[config.mk]
export PLATFORM = sky130hd
export DESIGN_NAME = riscv_core_icache_refill_master
export DESIGN_NICKNAME = d
export VERILOG_FILES = /design/src/rtl/riscv_core_icache_pkg.sv /design/src/rtl/riscv_core_icache_refill_master.sv
export SDC_FILE = /design/constraint.sdc
export NUM_CORES = 1
export LEC_CHECK = 0
export CAP_MARGIN = 20
export CORE_AREA = 5 5 210 212
export CTS_CLUSTER_SIZE = 20
export DETAILED_ROUTE_END_ITERATION = 10
export DIE_AREA = 0 0 215 217
export PLACE_DENSITY = 0.67
export SLEW_MARGIN = 20
export SYNTH_ARGS = -nofsm -noshare
export SYNTH_HDL_FRONTEND = slang
export SYNTH_SLANG_ARGS = --single-unit
[constraint.sdc]
create_clock -name i_clk -period 5.8 [get_ports i_clk]
set_input_delay 0.58 -clock i_clk [delete_from_list [all_inputs] [get_ports i_clk]]
set_output_delay 0.58 -clock i_clk [all_outputs]
set_load 0.05 [all_outputs]
[src/rtl/riscv_core_icache_pkg.sv]
// rtl/riscv_core_icache_pkg.sv - shared types and AXI constants for the icache refill path
//
// Contents:
//   state_e          refill FSM state encoding (IDLE, ADDR, DATA, DONE)
//   AXI_BURST_*      AR burst-type encodings
//   AXI_SIZE_8B      AR size encoding for 8-byte beats
//   AXI_RESP_*       R response encodings
//   LINE_BEATS       number of R beats that make up one cache line
package riscv_core_icache_pkg;

    typedef enum logic [1:0] {
        ST_IDLE = 2'd0,
        ST_ADDR = 2'd1,
        ST_DATA = 2'd2,
        ST_DONE = 2'd3
    } state_e;

    localparam logic [1:0] AXI_BURST_FIXED = 2'b00;
    localparam logic [1:0] AXI_BURST_INCR  = 2'b01;

    localparam logic [2:0] AXI_SIZE_8B = 3'b011;

    localparam logic [1:0] AXI_RESP_OKAY   = 2'b00;
    localparam logic [1:0] AXI_RESP_EXOKAY = 2'b01;
    localparam logic [1:0] AXI_RESP_SLVERR = 2'b10;
    localparam logic [1:0] AXI_RESP_DECERR = 2'b11;

    localparam int LINE_WIDTH_DFLT     = 256;
    localparam int AXI_DATA_WIDTH_DFLT = 64;
    localparam int LINE_BEATS          = LINE_WIDTH_DFLT / AXI_DATA_WIDTH_DFLT;

endpackage

[src/rtl/riscv_core_icache_refill_master.sv]
// rtl/riscv_core_icache_refill_master.sv - AXI read-burst master that refills one icache line
//
// Ports:
//   i_clk, i_rst_n                   clock, asynchronous active-low reset
//   i_req_valid/o_req_ready          refill request handshake
//   i_req_addr                       miss address (any byte alignment)
//   i_flush                          discard the result of the refill in flight
//   o_line_valid                     one-cycle pulse, line delivered
//   o_line_data/o_line_addr          assembled line and its line-aligned address
//   o_line_err                       bus error or protocol violation during the burst
//   o_ar*/i_arready                  AXI read-address channel
//   i_r*/o_rready                    AXI read-data channel
module riscv_core_icache_refill_master
    import riscv_core_icache_pkg::*;
#(
    parameter int ADDR_WIDTH     = 64,
    parameter int AXI_DATA_WIDTH = 64,
    parameter int LINE_WIDTH     = 256,
    parameter int ID_WIDTH       = 4,
    parameter int AXI_ID         = 0
) (
    input  logic                      i_clk,
    input  logic                      i_rst_n,

    input  logic                      i_req_valid,
    output logic                      o_req_ready,
    input  logic [ADDR_WIDTH-1:0]     i_req_addr,
    input  logic                      i_flush,

    output logic                      o_line_valid,
    output logic [LINE_WIDTH-1:0]     o_line_data,
    output logic [ADDR_WIDTH-1:0]     o_line_addr,
    output logic                      o_line_err,

    output logic                      o_arvalid,
    input  logic                      i_arready,
    output logic [ADDR_WIDTH-1:0]     o_araddr,
    output logic [7:0]                o_arlen,
    output logic [2:0]                o_arsize,
    output logic [1:0]                o_arburst,
    output logic [ID_WIDTH-1:0]       o_arid,

    input  logic                      i_rvalid,
    output logic                      o_rready,
    input  logic [AXI_DATA_WIDTH-1:0] i_rdata,
    input  logic [1:0]                i_rresp,
    input  logic                      i_rlast,
    input  logic [ID_WIDTH-1:0]       i_rid
);

    localparam int                    LINE_BYTES = LINE_WIDTH / 8;
    localparam logic [ADDR_WIDTH-1:0] LINE_MASK  = ~ADDR_WIDTH'(LINE_BYTES - 1);

    generate
        if (LINE_WIDTH / AXI_DATA_WIDTH != LINE_BEATS) begin : g_bad_line_cfg
            $error("LINE_WIDTH/AXI_DATA_WIDTH must equal LINE_BEATS");
        end
    endgenerate

    state_e                  state_q;
    logic [1:0]              beat_q;
    logic                    flush_q;
    logic                    err_q;
    logic [LINE_WIDTH-1:0]   line_q;
    logic [ADDR_WIDTH-1:0]   addr_q;

    logic                    beat_last_d;
    logic                    beat_err_d;

    // A beat is bad if the slave flags an error, the ID is foreign, or
    // rlast disagrees with our own beat count (early or missing last).
    always_comb begin
        beat_last_d = (beat_q == 2'(LINE_BEATS - 1));
        beat_err_d  = (i_rresp == AXI_RESP_SLVERR) || (i_rresp == AXI_RESP_DECERR) ||
                      (i_rid != ID_WIDTH'(AXI_ID)) || (i_rlast != beat_last_d);
    end

    always_ff @(posedge i_clk or negedge i_rst_n) begin
        if (!i_rst_n) begin
            state_q <= ST_IDLE;
            beat_q  <= '0;
            flush_q <= 1'b0;
            err_q   <= 1'b0;
            line_q  <= '0;
            addr_q  <= '0;
        end else begin
            case (state_q)
                ST_IDLE: begin
                    if (i_req_valid) begin
                        state_q <= ST_ADDR;
                        addr_q  <= i_req_addr & LINE_MASK;
                        beat_q  <= '0;
                        line_q  <= '0;
                        err_q   <= 1'b0;
                        flush_q <= 1'b0;
                    end
                end
                ST_ADDR: begin
                    // The AR request is never withdrawn; a flush only poisons the result.
                    flush_q <= flush_q | i_flush;
                    if (i_arready) begin
                        state_q <= ST_DATA;
                    end
                end
                ST_DATA: begin
                    flush_q <= flush_q | i_flush;
                    if (i_rvalid) begin
                        line_q[int'(beat_q) * AXI_DATA_WIDTH +: AXI_DATA_WIDTH] <= i_rdata;
                        beat_q <= beat_q + 2'd1;
                        if (beat_err_d) begin
                            err_q <= 1'b1;
                        end
                        // An early rlast ends the burst; untouched slots keep their cleared value.
                        if (beat_last_d || i_rlast) begin
                            state_q <= ST_DONE;
                        end
                    end
                end
                ST_DONE: begin
                    state_q <= ST_IDLE;
                end
                default: begin
                    state_q <= ST_IDLE;
                end
            endcase
        end
    end

    assign o_req_ready  = (state_q == ST_IDLE);
    assign o_arvalid    = (state_q == ST_ADDR);
    assign o_rready     = (state_q == ST_DATA);
    // A flush arriving in the DONE cycle itself still kills the pulse.
    assign o_line_valid = (state_q == ST_DONE) && !flush_q && !i_flush;

    assign o_araddr     = addr_q;
    assign o_arlen      = 8'(LINE_BEATS - 1);
    assign o_arsize     = AXI_SIZE_8B;
    assign o_arburst    = AXI_BURST_INCR;
    assign o_arid       = ID_WIDTH'(AXI_ID);

    assign o_line_data  = line_q;
    assign o_line_addr  = addr_q;
    assign o_line_err   = err_q;

endmodule

## Word level (Yosys, flattened, before mapping)

Index checks and enable logic that the tools add are counted.

- Order comparisons: 0
- Multipliers: 0
- Bitwise logic cells: 1
- Multiplexer cells: 17
- Shift operators: 2
- Div/mod/pow operators: 0
- Reduce and logical (&&, ||, !) cells: 18
- $add $sub $neg: 2
- Equality and inequality tests: 12

Operators by type and width:

| kind | count |
|---|---|
| 256-bit 2-to-1 mux | 2 |
| 256-bit one-hot mux with 2 select lines | 1 |
| 256-bit bitwise mux | 1 |
| 64-bit by 33-bit variable shift with 256-bit output, first input constant | 1 |
| 64-bit by 33-bit indexed part select with 256-bit output | 1 |
| 8-bit negation with 33-bit output | 1 |
| 2-bit 2-to-1 mux | 6 |
| 2-bit == test, second input constant | 5 |
| 2-bit one-hot mux with 4 select lines | 1 |
| 4-bit AND reduction | 2 |
| 2-bit by 1-bit inequality test with 1-bit output, second input constant | 3 |
| 1-bit logical OR | 4 |
| 2-bit inequality test, second input constant | 2 |
| 1-bit one-hot mux with 2 select lines | 2 |
| 2-bit one-hot mux with 2 select lines | 1 |
| 2-bit AND reduction | 2 |
| 2-bit nonzero test | 2 |
| 4-bit nonzero test | 1 |
| 1-bit 2-to-1 mux | 3 |
| 3-bit AND reduction | 1 |
| 2-bit by 1-bit adder with 2-bit output, second input constant | 1 |
| 2-bit by 1-bit == test with 1-bit output, second input constant | 1 |
| 1-bit logical AND | 2 |
| 1-bit logical NOT | 2 |
| other kinds (4) | 4 |

- Register bits: 321
- Bits in latches: 0
- RAM bits: 0
- Input port bits: 141
- Output and inout bits: 406
- Bits in read-only memories: 0
- Memories: 0
- Logic and storage cells: 58

## Depth between registers and ports, before layout

- Depth in word-level cells: 7
- Gate-level depth with buffers: 9
- Depth with buffers taken out: 6

## Worst setup path after synthesis

OpenSTA, ideal clock, no wires.

- Path kind: register to register
- Start point: register state_q[0]
- End point: register line_q[215] (netlist: o_line_data[215])
- Period minus slack after synthesis: 2.397 ns
- Slack: 3.403 ns
- Setup time: 0.125 ns
- Arrival: 2.272 ns
- Cell stages (with the launch flop): 9
- Data required time: 5.675 ns
- Path buffers: 3
- Path through: dfrtp_1 -> inv_1 -> ha_1 -> buf_2 -> mux2i_2 -> buf_6 -> a21oi_4 -> buf_4 -> mux2_2

- Cells in the longest elaborated chain, start to end: 3
- Elaborated cells on any way between the ends: 7
- Those cells by class: eq/ne (3); mux (1); reduce/logical (3)

RTL lines:

| item | RTL line | source |
|---|---|---|
| start: declaration | riscv_core_icache_refill_master.sv:60 | `state_e state_q;` |
| start signal: assignment | riscv_core_icache_refill_master.sv:80 | `state_q <= ST_IDLE;` |
| start signal: assignment | riscv_core_icache_refill_master.sv:90 | `state_q <= ST_ADDR;` |
| start signal: assignment | riscv_core_icache_refill_master.sv:102 | `state_q <= ST_DATA;` |
| 2-bit == test * | n/a |  |
| named net o_rready | riscv_core_icache_refill_master.sv:44 | `output logic o_rready,` |
| 2-bit inequality test (no line) / 2-bit nonzero test (equally long branches) | n/a |  |
| 3-bit AND reduction (no line) | n/a |  |
| end signal: indexed assignment | riscv_core_icache_refill_master.sv:108 | `line_q[int'(beat_q) * AXI_DATA_WIDTH +: AXI_DATA_WIDTH] <= i_rdata;` |
| end: declaration | riscv_core_icache_refill_master.sv:64 | `logic [LINE_WIDTH-1:0] line_q;` |

Mark *: on every way through the listed nets, which the timed path passes. The rest lies on a longest branch.
A chain may end at the register's enable or synchronous reset.

## Final worst setup path

- Start point: register state_q[0]
- End point: register line_q[123] (netlist: o_line_data[123])

- Cells in the longest elaborated chain, start to end: 3
- Elaborated cells on any way between the ends: 7
- Those cells by class: eq/ne (3); mux (1); reduce/logical (3)

RTL lines:

| item | RTL line | source |
|---|---|---|
| 2-bit == test / 2-bit logical NOT (equally long branches) | riscv_core_icache_refill_master.sv:87 | `case (state_q)` |
| 2-bit inequality test (no line) / 2-bit nonzero test (equally long branches) | n/a |  |
| 3-bit AND reduction (no line) | n/a |  |

Several ways; a longest one is shown, not always the timed one.

==> run summary <==
fin worst setup slack = 2.37 ns
vias in the first global route = 12265
Setup TNS Final = 0 ns
largest cells by area after synthesis = dfrtp_1 (53%), mux2_2 (13%), buf_4 (5.3%)
clock-pin slew on the worst setup and hold paths = 0.06 ns
P per Cell Area = 544 mW/mm^2
core region area = 0.0418 mm^2
initial antenna violation count = 0
adder-cell area share of the yosys netlist = 0.915%
peak supply drop = 379 uV
Slew HR = 30.0%
mapped cell area = 0.0150 mm^2
hold bufs inserted after CTS = 0
routability cong. = 0.831
post-synthesis mux area share = 18.5%
Worst Hold Class = in -> async
RSZ-0062 raised after global routing = no
cts bufs inserted = 37
Largest delay share family, worst path = buffers and inverters
compound-cell area share of the yosys netlist = 6.09%
Clock Tree Buf Depth = 3
CP Launch Type = register
DIE WIDTH = 215 um
slowest CP cell = a21oi_4
Worst R2R Setup Slack = 2.37 ns
WL/cell = 21.8 um
Sink Count = 321
Tcrit/Tclk final = 59.2%
min Tclk post-route = 3.43 ns
global-route wire length before repair = 78000 um
Yosys Warn Count = 0
Synth top cells by count = dfrtp_1 (321), mux2_2 (178), inv_1 (134), nand2_1 (134), buf_4 (106)
share of post-route cells with drive strength above 1 = 14.7%
CP arrival = 3.84 ns
Synth async-reset ratio = 100%
final WL = 51600 um
met2 wire len = 25500 um
post_cts resized = 0
top cell type's share of synthesized area = 53.4%
pre-CTS setup slack = 2.01 ns
Layout area overhead = 41.0%
flops & latches, synth = 321
clk_skew = 0.0135 ns
DP Cell Count = 2306
cell-by-cell trace of the critical path = inv_1 -> ha_1 -> mux2i_4 -> buf_4 -> a21oi_4 -> buf_4 -> mux2_2
reg-to-reg endpoint = o_line_data[123]
required time of the worst setup path = 6.21 ns
CP Depth = 7
synthesized area per cell = 10.8 um^2
XOR/XNOR Fraction of Synth Area = 0%
# Post-CTS Setup Buffers = 0
worst-path maximum fanout = 37
Die Ht = 217 um
die area = 0.0467 mm^2
# diodes = 0
final cell count without fillers = 2366
Max-cap violations = 0
EDFF count, synth = 0
num rows = 75
largest net degree at the start of global routing = 146
Seq/Total Area, Yosys = 53.4%
Worst Reg-to-Reg Cells = 7
top sig layer = met4
Buffers on Ports = 513
Finish-stage setup viols = 0
Critical R2R Launch = state_q[0]
top cell type by total area after synthesis = dfrtp_1
Worst-Margin Slew = 1.05 ns
post-synthesis simple-gate area fraction = 9.82%
Syn Inst Count = 1397
1st-iter DRT viols = 714
most frequent cell after synthesis = dfrtp_1
Slew Limit Fails = 0
DRC viols = 0
Final Power = 0.0115 W
post-DP HPWL = 35000 um
LEAKAGE = 9.08 nW
GRT Resource Usage Total = 21.3%
CP Buf/Inv Count = 3
H-tree Lvls = 2
effective utilization at floorplan = 36.0%
Nets = 1958
Netlist cell types = 37
io pins = 547
status = finished, final reports clean
vias per cell = 5.00
Worst-Skew Late Latency = 0.53 ns
met3 wire len = 4480 um
final count of hold timing violations = 0
top_reg_cell synth = dfrtp_1
routed length on met1 = 20100 um
Max Freq = 291 MHz
worst setup path class = reg -> reg
CTS tree = built
drt pass-1 iters = 5
GRT Residual Overflow = 0
CP most frequent cell = buf_4
Routed Antenna Nets = 0
main combinational cell family by area after synthesis = multiplexers
root buf cell = clkbuf_16
slowest cell delay on critical path = 0.83 ns
DR vias = 11840
final core utilization = 50.8%
Worst setup EP type = register
[per-stage QoR]
step	hold slack, ns	cell area, um^2
after floorplan	0.284	15100
after global routing	0.0936	21200
after CTS	0.0689	21200
final	0.0505	21200
after detailed placement	0.474	20000
after global placement	0.469	20000
[power breakdown]
| part | total [W] | internal (W) | switching (W) |
|---|---|---|---|
| combinational | 0.00626 | 0.00194 | 0.00432 |
| clock | 0.00231 | 0.00138 | 0.000930 |
| sequential | 0.00296 | 0.00266 | 0.000298 |
[placed cells by master, fill, tap and decap left out, types with 2 or more instances in the layout]
master	Yosys	layout
clkbuf_16	0	37
clkbuf_1	64	6
a21oi_4	2	3
inv_1	134	134
nand2_1	134	133
clkdlybuf4s50_1	0	512
a21oi_1	5	4
nor2_1	65	65
clkbuf_8	0	10
mux2_2	178	178
o21ai_0	64	64
clkinvlp_4	0	3
nand3b_1	2	2
o31ai_1	64	64
mux2i_1	66	66
conb_1	2	27
mux2_1	10	10
bufinv_16	0	2
buf_4	106	23
dfrtp_1	321	321
ha_1	11	8
clkinv_2	0	2
ha_2	0	2
nor3_1	65	65
nor2b_1	3	3
nand3_1	64	64
[cell families after synthesis]
family	count (synthesis)
buffers and inverters	326
AO/OA/AOI/OAI	142
AND/OR/NAND/NOR	340
other	2
adder cells (fa/ha/maj)	11
multiplexers	255
flip-flops	321
[sequential cells by signal (all words and copies together) (netlist names)]
name         flops
o_araddr        59
state_q          2
flush_q          1
o_line_err       1
o_line_data    256
beat_q           2
[per-layer routing]
layer | global-route usage [%] | vias to the layer above
li1 | - | 5367
met2 | 37.3 | 483
met1 | 24.7 | 5911
met3 | 7.25 | 79
met4 | 6.81 | 0
met5 | 0 | -
[area by class of cell]
| cell class | instances | area, um^2 |
|---|---|---|
| Clock buffer | 53 | 1090 |
| Clock inverter | 7 | 92.6 |
| Fill cell | 3749 | 20500 |
| Inverter | 134 | 503 |
| Multi-Input combinational cell | 775 | 5490 |
| Sequential cell | 321 | 8030 |
| Tap cell | 539 | 674 |
| Timing Repair Buffer | 537 | 5330 |
[worst max-delay path by stage]
stage | to | slack, ns | from
3_5_place_dp | o_line_data[86] | 2.01 | i_req_valid
2_1_floorplan | o_line_data[215] | 3.40 | state_q[0]
5_1_grt | o_line_data[84] | 2.18 | state_q[0]
3_3_place_gp | o_line_data[79] | 2.07 | i_req_valid
6_report | o_line_data[123] | 2.37 | state_q[0]
4_1_cts | o_line_data[123] | 2.31 | state_q[0]
No activity file was read; power rests on OpenSTA's default activity.
